`src/rtl/sprite_pkg.sv`:
```
// Shared sprite definitions: frame-writer state encoding, default sprite geometry
// and the RAM address width derivation used by writers and renderers alike.
package sprite_pkg;

  typedef enum logic [1:0] {
    IDLE  = 2'd0,
    CLEAR = 2'd1,
    LOAD  = 2'd2,
    DONE  = 2'd3
  } sprite_state_t;

  localparam int SPRITE_WIDTH  = 200;
  localparam int SPRITE_HEIGHT = 200;

  function automatic int sprite_addr_w(input int w, input int h);
    return (w * h > 1) ? $clog2(w * h) : 1;
  endfunction

  localparam int SPRITE_ADDR_W = sprite_addr_w(SPRITE_WIDTH, SPRITE_HEIGHT);

endpackage

```
`src/rtl/sprite_xy_counter.sv`:
```
// Row-major x/y pixel counter with a running linear address (no multiplier).
// Zero latency on last flag; advances only on step, clr wins over step.
module sprite_xy_counter
  import sprite_pkg::*;
#(
  parameter int WIDTH  = SPRITE_WIDTH,
  parameter int HEIGHT = SPRITE_HEIGHT,
  parameter int ADDR_W = sprite_addr_w(WIDTH, HEIGHT)
) (
  input  logic              clk,
  input  logic              rst_n,
  input  logic              clr,
  input  logic              step,
  output logic [ADDR_W-1:0] addr,
  output logic              last
);

  localparam int XW = (WIDTH > 1) ? $clog2(WIDTH) : 1;
  localparam int YW = (HEIGHT > 1) ? $clog2(HEIGHT) : 1;
  localparam logic [XW-1:0] X_MAX = XW'(WIDTH - 1);
  localparam logic [YW-1:0] Y_MAX = YW'(HEIGHT - 1);

  logic [XW-1:0] x;
  logic [YW-1:0] y;

  assign last = (x == X_MAX) && (y == Y_MAX);

  always_ff @(posedge clk or negedge rst_n) begin
    if (!rst_n) begin
      x    <= '0;
      y    <= '0;
      addr <= '0;
    end else if (clr) begin
      x    <= '0;
      y    <= '0;
      addr <= '0;
    end else if (step) begin
      if (x == X_MAX) begin
        x <= '0;
        y <= (y == Y_MAX) ? '0 : y + 1'b1;
      end else begin
        x <= x + 1'b1;
      end
      // The linear address tracks x + y*WIDTH by simple increment.
      addr <= last ? '0 : addr + 1'b1;
    end
  end

endmodule

```
`src/rtl/sprite_frame_writer.sv`:
```
// Write side of the sprite RAM: optional FILL_INDEX clear pass, then row-major stream load.
// Write port registered (1-cycle latency); ready only in LOAD, stalls hold the counters.
module sprite_frame_writer
  import sprite_pkg::*;
#(
  parameter int                WIDTH      = SPRITE_WIDTH,
  parameter int                HEIGHT     = SPRITE_HEIGHT,
  parameter int                DATA_W     = 8,
  parameter int                ADDR_W     = sprite_addr_w(WIDTH, HEIGHT),
  parameter logic [DATA_W-1:0] FILL_INDEX = '0
) (
  input  logic              pixel_clk_in,
  input  logic              rst_n_in,
  input  logic              start_in,
  input  logic              clear_in,
  input  logic [DATA_W-1:0] data_in,
  input  logic              valid_in,
  output logic              ready_out,
  output logic [ADDR_W-1:0] addr_out,
  output logic [DATA_W-1:0] wdata_out,
  output logic              we_out,
  output logic              busy_out,
  output logic              done_out
);

  sprite_state_t     state;
  sprite_state_t     state_nxt;
  logic              start_ok;
  logic              accept;
  logic              cnt_clr;
  logic              cnt_step;
  logic              cnt_last;
  logic [ADDR_W-1:0] cnt_addr;
  logic              wr_en;
  logic [DATA_W-1:0] wr_data;

  assign start_ok = start_in && ((state == IDLE) || (state == DONE));
  assign accept   = valid_in && (state == LOAD);

  always_ff @(posedge pixel_clk_in or negedge rst_n_in) begin
    if (!rst_n_in) state <= IDLE;
    else           state <= state_nxt;
  end

  always_comb begin
    state_nxt = state;
    case (state)
      IDLE:    if (start_in) state_nxt = clear_in ? CLEAR : LOAD;
      DONE:    state_nxt = start_in ? (clear_in ? CLEAR : LOAD) : IDLE;
      CLEAR:   if (cnt_last) state_nxt = LOAD;
      LOAD:    if (accept && cnt_last) state_nxt = DONE;
      default: state_nxt = IDLE;
    endcase
  end

  always_comb begin
    ready_out = (state == LOAD);
    busy_out  = (state == CLEAR) || (state == LOAD);
    // Counters restart on entry to either pass.
    cnt_clr   = start_ok || ((state == CLEAR) && cnt_last);
    cnt_step  = (state == CLEAR) || accept;
    wr_en     = cnt_step;
    wr_data   = (state == CLEAR) ? FILL_INDEX : data_in;
  end

  sprite_xy_counter #(
    .WIDTH  (WIDTH),
    .HEIGHT (HEIGHT),
    .ADDR_W (ADDR_W)
  ) u_xy (
    .clk   (pixel_clk_in),
    .rst_n (rst_n_in),
    .clr   (cnt_clr),
    .step  (cnt_step),
    .addr  (cnt_addr),
    .last  (cnt_last)
  );

  // done_out lines up with the final load write; address/data hold between writes.
  always_ff @(posedge pixel_clk_in or negedge rst_n_in) begin
    if (!rst_n_in) begin
      we_out    <= 1'b0;
      done_out  <= 1'b0;
      addr_out  <= '0;
      wdata_out <= '0;
    end else begin
      we_out   <= wr_en;
      done_out <= accept && cnt_last;
      if (wr_en) begin
        addr_out  <= cnt_addr;
        wdata_out <= wr_data;
      end
    end
  end

endmodule

```
`config.mk`:
```
export PLATFORM = sky130hd
export DESIGN_NAME = sprite_frame_writer
export DESIGN_NICKNAME = d
export VERILOG_FILES = /design/src/rtl/sprite_pkg.sv /design/src/rtl/sprite_xy_counter.sv /design/src/rtl/sprite_frame_writer.sv
export SDC_FILE = /design/constraint.sdc
export NUM_CORES = 1
export LEC_CHECK = 0
export ABC_AREA = 1
export BUFFER_PORTS_ARGS = -buffer_cell sky130_fd_sc_hd__buf_4
export CORE_ASPECT_RATIO = 1.1
export CORE_MARGIN = 2
export CORE_UTILIZATION = 62
export CTS_CLUSTER_DIAMETER = 60
export DETAILED_ROUTE_END_ITERATION = 10
export PLACE_DENSITY = 0.92
export SLEW_MARGIN = 40
export SYNTH_ARGS = -nofsm -noshare
export SYNTH_HDL_FRONTEND = slang
export SYNTH_SLANG_ARGS = --single-unit
```
`constraint.sdc`:
```
create_clock -name pixel_clk_in -period 3.2 [get_ports pixel_clk_in]
set_input_delay 0.48 -clock pixel_clk_in [delete_from_list [all_inputs] [get_ports pixel_clk_in]]
set_output_delay 0.48 -clock pixel_clk_in [all_outputs]
set_load 0.005 [all_outputs]
```
==> results_dict.tcl <==
set metrics [dict create \
    pwr-share-comb_pct 36.1 \
    via_per_inst 5.38 \
    grt_overflow 0 \
    hpwlAfterDp_mm 4.79 \
    cts_tree "yes" \
    clock_sinks 60 \
    core_area_mm2 0.00472 \
    synth-main-ff-cell "dfrtp_1" \
    p_int_uw 1650 \
    io_pins 41 \
    grt_max_degree 61 \
    io_buffers 40 \
    synth_cells 397 \
    drive_above_1_share_pct 17.0 \
    initial_core_util_pct 65.6 \
    netSwitchingPower_uw 1040 \
    place_congestion 0.917 \
    ys_ff_latch 60 \
    p_per_area_mw_per_mm2 732 \
    cp_max_fo 25 \
    rsz0062_at_grt "false" \
    grtUsageTotal_pct 27.0 \
    hold_class "primary input to flop" \
    die-width_um 71.4 \
    max_freq_mhz 459 \
    fin_crit_ns 2.18 \
    cts_resized 0 \
    fin_nets 464 \
    finalCritPeriodShare_pct 68.1 \
    num_vias 2710 \
    synth-edff-count 0 \
    crit_required_ns 3.46 \
    placed_cell_area_mm2 0.00343 \
    p_sw_share_pct 38.7 \
    worstRegToRegCells 10 \
    dr.pass1.iters 4 \
    fin_setup_tns_ns 0 \
    slew_viol_final 0 \
    final_cell_mix "143 x nand2_1, 60 x dfrtp_1, 42 x nand3_1" \
    post_synth_instance_area_mm2 0.00310 \
    synthArstFlopShare_pct 100 \
    tightest_slew_ns 0.427 \
    clkLatencyLatePin_ns 0.34 \
    layout_commonest_cell "nand2_1" \
    cts_buffers 9 \
    cts.path.max_buffers 2 \
    endpoint_kind "flop" \
    grt_pass1_wl_mm 11.7 \
    min_path_cells 3 \
    grt_pass1_vias 2622 \
    root_buffer "clkbuf_8" \
    cts.clk_slew.worst_paths_ns 0.07 \
    finalSetupViolCount 0 \
    p_leak_uw 0.00195 \
    clock_skew_ns 0.00691 \
    rows 26 \
    syn-num-nets 418 \
    synth-seq-area-share_pct 48.5 \
    cap_viol_max_count 0 \
    drc 0 \
    synth.avg_cell_area_um2 7.80 \
    cts_hold_buf 0 \
    startpoint_type "flop" \
    ir_drop_mv 0.493 \
    drtAntennaViolNets 0 \
    synthToLayoutAreaGrowth_pct 18.8 \
    wl_per_cell_um 13.7 \
    holdWs_ns 0.377 \
    worstSetupPathType "flop to flop" \
    antenna_found_initial 0 \
    dieArea_mm2 0.00557 \
    yosys_warnings 0 \
    dr.first_iter.drc_count 232 \
    relSlewSlack_pct 71.5 \
    drt_wl_total_mm 6.92 \
    diodes 0 \
    arrival_ns 2.43 \
    postCtsSetupRepairBufs 0 \
    htreeDepth 3 \
    hold_viol_final 0 \
    die_y_um 78.1 \
    status "finished, final reports clean" \
    design_area_mm2 0.00368 \
    synth.distinct_cells 33 \
    clockPowerShare_pct 27.4 \
    seqPwrFrac_pct 36.4 \
]
==> metrics by stage <==
stage	cells	power [uW]	util (%)	setup slack, ns
detailed placement	486	1950	72.6	1.09
global route	504	2880	78.0	0.801
CTS	502	2700	77.3	1.04
global placement	486	1910	72.6	1.22
finish	504	2690	78.0	1.02
floorplan	397	1670	-	1.57
==> logic make-up (layout without fill, tap and decap cells) <==
logic type / Yosys count / count (layout) / share of synthesized area (%)
fa+ha+maj: 8 / 8 / 3.23
compound gates: 29 / 29 / 5.01
simple gates: 245 / 245 / 34.4
xor+xnor: 10 / 10 / 2.83
flops: 60 / 60 / 48.5
buf+inv: 45 / 96 / 6.02
==> power groups by stage <==
stage | sequential (uW) | clock [uW] | combinational, uW
global route | 995 | 787 | 1100
finish | 981 | 739 | 973
global placement | 981 | 0 | 926
floorplan | 976 | 0 | 692
detailed placement | 992 | 0 | 962
CTS | 979 | 748 | 971
==> worst max-delay path, cell delays in order, from the launching register on <==
cell and delay [ns]:
dfrtp_1 0.42, inv_1 0.12, ha_1 0.27, inv_2 0.14, nand2_2 0.26, inv_2 0.09, nand2_4 0.24, inv_2 0.19
nor2_1 0.13, nor2_1 0.05, nor3_1 0.18
==> final timing paths <==
kind | slack [ns] | start | end
setup / recovery | 1.02 | state[1] | u_xy.addr[3]
hold / removal | 0.38 | data_in[3] | wdata_out[3]
setup reg to reg | 1.02 | state[1] | u_xy.addr[3]
hold reg to reg | 0.47 | addr_out[4] | addr_out[4]
max in group asynchronous | 2.18 | rst_n_in | u_xy.y[1]
min in group asynchronous | 0.53 | rst_n_in | addr_out[10]
==> Yosys cell counts, drive strengths merged, types with 3 or more instances <==
cell type	number	share of area, %
nand4	4	0.81
dfrtp	60	49
inv	35	4.2
clkbuf	3	0.36
o21ai	14	2.3
ha	8	3.2
a21oi	11	1.8
nand2	148	19
nor2	36	4.9
nand3	44	7.7
nor3	9	1.6
xor2	8	2.3
buf	5	1.2
==> flip-flops by register name (all words and copies together), names as in the netlist <==
name	count
addr_out	16
u_xy.x	8
u_xy.addr	16
u_xy.y	8
state	2
done_out	1
we_out	1
wdata_out	8
==> per-layer routing <==
layer	part of all wire [%]	global-route usage (%)
met5	0	0
met4	1.5	9.81
met3	4.8	8.09
met2	52	46.1
met1	41	32.2
==> area by class of cell <==
class	count	area, um2
Clock buffer	13	179
Fill cell	316	1040
Multi-Input combinational cell	292	1410
Tap cell	56	70.1
Clock inverter	3	42.5
Timing Repair Buffer	43	338
Inverter	37	139
Sequential cell	60	1500
(Power assumes the default switching activity.)
